File: src/rtl/arb_serial_pkg.sv
// arb_serial_pkg: shared types and constants for the arb_serial_32_8 serializer.
package arb_serial_pkg;
    localparam int BYTES_PER_WORD = 4;
    localparam int BYTE_W = 8;
    localparam int WORD_W = 32;
    typedef enum logic [1:0] {ST_IDLE = 2'd0, ST_SEND = 2'd1, ST_PAR = 2'd2} state_t;
    function automatic logic [BYTE_W-1:0] xor_bytes(input logic [WORD_W-1:0] w);
        return w[7:0] ^ w[15:8] ^ w[23:16] ^ w[31:24];
    endfunction
endpackage

File: src/rtl/arb_serial_32_8_rr_pick.sv
// rr_pick: combinational round-robin picker.
//  req_valid in  N_REQ  pending requests
//  rr_ptr    in  SEL_W  highest-priority index this round
//  winner    out SEL_W  first valid index at or after rr_ptr, wrapping
//  any       out 1      at least one request pending
module rr_pick #(
    parameter int N_REQ = 4,
    parameter int SEL_W = 2
) (
    input  logic [N_REQ-1:0] req_valid,
    input  logic [SEL_W-1:0] rr_ptr,
    output logic [SEL_W-1:0] winner,
    output logic             any
);
    logic [SEL_W-1:0] hi, lo;
    logic             hi_any;
    // Descending scan leaves the lowest index in each half; the half at/above
    // rr_ptr takes priority, so no modulo arithmetic is needed for non-pow2 N_REQ.
    always_comb begin
        hi = '0;
        lo = '0;
        hi_any = 1'b0;
        for (int k = N_REQ - 1; k >= 0; k--) begin
            if (req_valid[k]) begin
                if (k >= int'(rr_ptr)) begin
                    hi = SEL_W'(k);
                    hi_any = 1'b1;
                end else begin
                    lo = SEL_W'(k);
                end
            end
        end
        winner = hi_any ? hi : lo;
        any = |req_valid;
    end
endmodule

File: src/rtl/arb_serial_32_8.sv
// arb_serial_32_8: round-robin arbiter feeding one 32->8 LSB-first byte serializer.
//  clk, reset (async, active-high)
//  req_valid/req_data/req_ready : N_REQ word requesters, one-hot ready in IDLE only
//  out_valid/out_data/out_ready : byte stream, tagged with out_sel/out_first/out_last
//  busy                         : word in flight
//  Optional macro PARITY_BYTE_EN appends an XOR-of-bytes parity byte to every word.
module arb_serial_32_8
    import arb_serial_pkg::*;
#(
    parameter int N_REQ = 4,
    parameter int SEL_W = 2
) (
    input  logic                    clk,
    input  logic                    reset,
    input  logic [N_REQ-1:0]        req_valid,
    input  logic [WORD_W*N_REQ-1:0] req_data,
    output logic [N_REQ-1:0]        req_ready,
    output logic                    out_valid,
    output logic [BYTE_W-1:0]       out_data,
    input  logic                    out_ready,
    output logic [SEL_W-1:0]        out_sel,
    output logic                    out_first,
    output logic                    out_last,
    output logic                    busy
);
    state_t             state, state_n;
    logic [SEL_W-1:0]   rr_ptr, winner;
    logic [1:0]         byte_idx;
    logic [WORD_W-1:0]  word_q;
    logic               any, last_byte;

    rr_pick #(.N_REQ(N_REQ), .SEL_W(SEL_W)) u_pick (
        .req_valid(req_valid),
        .rr_ptr(rr_ptr),
        .winner(winner),
        .any(any)
    );

    assign busy = state != ST_IDLE;
    assign last_byte = byte_idx == 2'(BYTES_PER_WORD - 1);

    always_comb begin
        state_n = state;
        req_ready = '0;
        out_valid = 1'b0;
        out_data = '0;
        out_first = 1'b0;
        out_last = 1'b0;
        case (state)
            ST_IDLE: begin
                req_ready = any ? N_REQ'(1) << winner : '0;
                if (any) state_n = ST_SEND;
            end
            ST_SEND: begin
                out_valid = 1'b1;
                out_data = word_q[BYTE_W*byte_idx +: BYTE_W];
                out_first = byte_idx == 2'd0;
`ifdef PARITY_BYTE_EN
                if (out_ready && last_byte) state_n = ST_PAR;
`else
                out_last = last_byte;
                if (out_ready && last_byte) state_n = ST_IDLE;
`endif
            end
`ifdef PARITY_BYTE_EN
            ST_PAR: begin
                out_valid = 1'b1;
                out_data = xor_bytes(word_q);
                out_last = 1'b1;
                if (out_ready) state_n = ST_IDLE;
            end
`endif
            default: state_n = ST_IDLE;
        endcase
    end

    always_ff @(posedge clk or posedge reset) begin
        if (reset) begin
            state <= ST_IDLE;
            rr_ptr <= '0;
            byte_idx <= '0;
            word_q <= '0;
            out_sel <= '0;
        end else begin
            state <= state_n;
            if (state == ST_IDLE && any) begin
                word_q <= req_data[WORD_W*winner +: WORD_W];
                out_sel <= winner;
                byte_idx <= '0;
                rr_ptr <= (winner == SEL_W'(N_REQ - 1)) ? '0 : winner + SEL_W'(1);
            end else if (state == ST_SEND && out_ready) begin
                // Wraps 3 -> 0 naturally on the last byte.
                byte_idx <= byte_idx + 2'd1;
            end
        end
    end
endmodule

File: config.mk
export PLATFORM = sky130hd
export DESIGN_NAME = arb_serial_32_8
export DESIGN_NICKNAME = d
export VERILOG_FILES = /design/src/rtl/arb_serial_pkg.sv /design/src/rtl/arb_serial_32_8_rr_pick.sv /design/src/rtl/arb_serial_32_8.sv
export SDC_FILE = /design/constraint.sdc
export NUM_CORES = 1
export LEC_CHECK = 0
export CORE_MARGIN = 5
export CORE_UTILIZATION = 44
export CTS_BUF_LIST = sky130_fd_sc_hd__clkbuf_8
export CTS_CLUSTER_SIZE = 14
export DETAILED_ROUTE_END_ITERATION = 16
export GPL_TIMING_DRIVEN = 1
export PLACE_DENSITY = 0.89
export SLEW_MARGIN = 20
export SYNTH_ARGS = -nofsm -noshare
export SYNTH_HDL_FRONTEND = slang
export SYNTH_HIERARCHICAL = 1
export SYNTH_SLANG_ARGS = --single-unit
File: constraint.sdc
create_clock -name clk -period 7.14 [get_ports clk]
set_clock_uncertainty 0.15 [all_clocks]
set_input_delay 2.142 -clock clk [delete_from_list [all_inputs] [get_ports clk]]
set_output_delay 2.142 -clock clk [all_outputs]
set_load 0.02 [all_outputs]
Word-level counts from Yosys, hierarchy flattened
Cells that the tools add are included.

operators by class
  add/sub/neg operators = 2
  multipliers = 0
  div/mod/pow operators = 0
  $lt $le $gt $ge = 3
  eq/ne operators = 5
  shift operators = 3
  multiplexer cells = 33
  bitwise gates (word level) = 0
  reduce and logical (&&, ||, !) cells = 9

operator list
  cell                 number
  $shiftx 128x8->32    1
  $mux 2               19
  $shiftx 32x6->8      1
  $mux 1               10
  $mux 4               2
  $mux 8               1
  $add 2x1->2 const B  2
  $eq 2x2->1 const B   2
  $ge 1x2->1 const A   2
  $logic_not 2->1      2
  $ne 2x2->1 const B   2
  $pmux 2 s2           1
  $reduce_bool 2->1    2
  $reduce_or 4->1      1
  $shl 1x2->4 const A  1
  $logic_and 1x1->1    3
  $eq 2x1->1 const B   1
  $ge 2x2->1 const A   1
  $reduce_and 2->1     1

word-level totals
  register bits = 40
  latch bits = 0
  RAM bits = 0
  bits in read-only memories = 0
  input bits = 135
  word-level logic and storage cells = 60
  memories = 0

Depth between registers and ports, before layout
  word-level depth = 11
  gate-level depth with buffers = 8

Cells and area by module
The synthesis kept the hierarchy.

by module, submodules not included
  module           times used  cells each  area each (µm²)
  arb_serial_32_8  1           166         2742.6
  rr_pick          1           13          76.3

Worst setup path after synthesis
OpenSTA, ideal clock, no wires.

  path type = in2out
  from = in req_valid[0]
  to = out req_ready[0]
  arrival time = 3475 ps
  required time = 4848 ps
  setup slack = 1373 ps
  stages = 7
  buffers on the path = 2
  path through = nor3b_1 a211oi_1 clkbuf_1 buf_2 inv_1 ha_1 and2_1

on the way
  longest elaborated chain between the ends = 5
  elaborated cells on any way between the ends = 8

RTL lines
  what                              RTL line                       text
  start: declaration                arb_serial_32_8.sv:15          input logic [N_REQ-1:0] req_valid,
  $mux 2 or $mux 1 (tied branches)  arb_serial_32_8_rr_pick.sv:24  if (req_valid[k]) begin
  $mux 2 *                          arb_serial_32_8_rr_pick.sv:33  winner = hi_any ? hi : lo;
  net winner[1]                     arb_serial_32_8.sv:27          logic [SEL_W-1:0] rr_ptr, winner;
  $shl 1x2->4 *                     arb_serial_32_8.sv:51          req_ready = any ? N_REQ'(1) << winner : '0;
  $mux 4 *                          arb_serial_32_8.sv:51
  $mux 4 *                          arb_serial_32_8.sv:49          case (state)
  end: declaration                  arb_serial_32_8.sv:17          output logic [N_REQ-1:0] req_ready,

Mark *: on every way through the listed nets, which the timed path passes. The rest lies on a longest branch.

Worst setup path after layout
  from = in req_valid[0]
  to = out req_ready[1]

The elaborated chain is that of the path after synthesis.

==> impl_metrics.tcl <==
set metrics [dict create \
    synth.yosys.seq_area_share_pct 34.6 \
    postCtsSetupBuffers 0 \
    layout-drive-gt1-share_pct 26.8 \
    synth_edf_count 0 \
    clock-sinks 39 \
    grt_first_pass_wirelength_um 12900 \
    io_pins 153 \
    synth_top_flop_cell "dfrtp_1" \
    ctsHoldBuffers 0 \
    start_util_pct 44.9 \
    diodes 0 \
    clk_transition_reported_paths_ns 0.07 \
    finalSetupViolCount 0 \
    arrival_ns 4.18 \
    first_iter_violations 64 \
    post_cts_resized 0 \
    layout_min_cycle_time_ns 6.48 \
    io_buffers 152 \
    fin_util_pct 71.6 \
    synth_top_area_share_pct 34.6 \
    static-leakage-power_uw 0.00178 \
    area_delta_synth_final_pct 59.5 \
    wl_um 8040 \
    rows 29 \
    syn_area_per_cell_sq_um 15.7 \
    grt_max_degree 40 \
    yosys_warnings 6 \
    cp-end-kind "output pin" \
    die_area_sq_um 8110 \
    cts_buffers 5 \
    ys_types 25 \
    crit_type "primary input to output pin" \
    cp.required_ns 4.85 \
    ir_drop_v 0.000248 \
    synth_most_common_cell "dfrtp_1" \
    period_share_pct 90.7 \
    tritoncts "yes" \
    syn_inst 179 \
    ys_top_cells_by_area "dfrtp_1 (35%), mux4_2 (28%), mux2_4 (12%), mux2_2 (5.6%), mux4_1 (4.7%)" \
    grt_setup_unrepaired "false" \
    async_reset_ff_share_pct 100 \
    final_hold_viol_count 0 \
    yosysTopAreaCell "dfrtp_1" \
    synth.top_cells.by_count "dfrtp_1 (39), mux4_2 (35), mux2_4 (23)" \
    worstSkewPairLatency_ns 0.28 \
    grt_pass1_vias 2437 \
    vias 2191 \
    outcome "finished clean" \
    fmax_mhz 154 \
    drtPass1Iterations 5 \
    setup_tns_ns 0 \
    post-dp-hpwl_um 6440 \
    final_nets 468 \
    core_area_sq_um 6280 \
    powerDensity_nw_per_um2 323 \
    die_h_um 90.0 \
    hold_class "flop to flop" \
    gpl.final_weighted_congestion 0.763 \
    startpoint_type "primary input" \
    cts_buffer_depth 2 \
    path_max_fanout 11 \
    cts-htree-levels 2 \
    placedCellCount 397 \
    synth_nets 320 \
    drt-vias-per-instance 5.41 \
    syn_area_sq_um 2820 \
    grt_util_all_layers_pct 19.9 \
    postRouteAntennaNets 0 \
    hold_slack_ns 0.363 \
    finalNonFillerCells 405 \
    timing.slew.headroom_pct 45.1 \
    drv_cap 0 \
    yosys_register_bits 39 \
    overflow 0 \
    drc 0 \
    routedWlPerCell_um 19.8 \
    die_w_um 90.0 \
    tightest_slew_ns 0.823 \
    cts_root_buf "clkbuf_8" \
    drv_slew 0 \
    antenna_found_initial 0 \
]
==> registers in the layout (all words and copies together) (netlist names) <==
register  count
byte_idx      2
out_sel       2
rr_ptr        2
state         1
word_q       32
==> per-stage QoR <==
stage	power, uW	setup WS, ns	cell area, sq um
CTS	1470	0.634	4500
floorplan	1020	1.37	2820
finish	1450	0.663	4500
detailed placement	1300	0.637	4400
global placement	1280	0.716	4400
global route	1560	0.516	4500
==> logic make-up (layout without fill, tap and decap cells) <==
family                   count (synthesis)  count (layout)  share of synthesized area [%]
AO/OA/AOI/OAI                            7               7                           1.38
AND/OR/NAND/NOR                         25              25                           5.28
buffers and inverters                   22             171                           4.53
adder cells (fa/ha/maj)                  6               6                           2.66
flip-flops                              39              39                           34.6
multiplexers                            80              80                           51.5
==> final timing paths <==
check / from / end / slack [ns] / cells after the start
max in group asynchronous: reset / word_q[4] / 4.12 / 2
max: req_valid[0] / req_ready[1] / 0.66 / 8
min in group asynchronous: reset / word_q[10] / 2.20 / 2
max reg2reg: rr_ptr[1] / word_q[31] / 4.60 / 6
min reg2reg: word_q[30] / word_q[30] / 0.36 / 1
min: word_q[30] / word_q[30] / 0.36 / 1
==> area by class of cell <==
type / count / area (sq um)
fill: 460 / 1780
timing repair buffer: 157 / 1560
inverter: 6 / 22.5
tap: 77 / 96.3
clock buffer: 7 / 96.3
clock inverter: 1 / 3.75
sequential: 39 / 976
multi-input combinational: 118 / 1740
==> where the power goes <==
| part | internal, uW | leakage, uW | switching (uW) |
|---|---|---|---|
| logic | 550 | 0.00127 | 314 |
| registers | 333 | 0.000457 | 99.5 |
| clock network | 86.7 | 0.0000557 | 71.4 |
| total | 970 | 0.00178 | 485 |
==> worst max-delay path, cell delays in order <==
cell             delay (ns)
clkdlybuf4s50_1        0.47
mux2i_1                0.16
o22ai_1                0.13
nor2_4                 0.13
buf_4                  0.24
ha_1                   0.18
and2_1                 0.13
clkdlybuf4s50_1        0.60
==> routing by layer <==
| layer | share of wire [%] | up-vias | wire, um | track usage (%) |
|---|---|---|---|---|
| li1 | - | 996 | - | - |
| met1 | 40 | 1081 | 3220 | 24.9 |
| met2 | 50 | 105 | 4010 | 33.4 |
| met3 | 8.4 | 9 | 679 | 6.68 |
| met4 | 1.5 | 0 | 121 | 4.96 |
| met5 | 0 | - | 0 | 0 |
==> cells in the final DEF, fill, tap and decap left out, types with 2 or more instances in the layout <==
cell	Yosys	routed
mux4_1	5	5
nor2_1	3	2
ha_1	6	6
buf_4	1	5
mux2_2	14	14
nand2b_1	2	2
mux2_4	23	23
inv_1	6	6
o21ai_0	2	2
and2_1	14	14
mux2i_1	3	3
clkbuf_8	0	7
a21oi_1	3	3
clkdlybuf4s50_1	0	152
dfrtp_1	39	39
mux4_2	35	35
No activity file was read; power rests on OpenSTA's default activity.
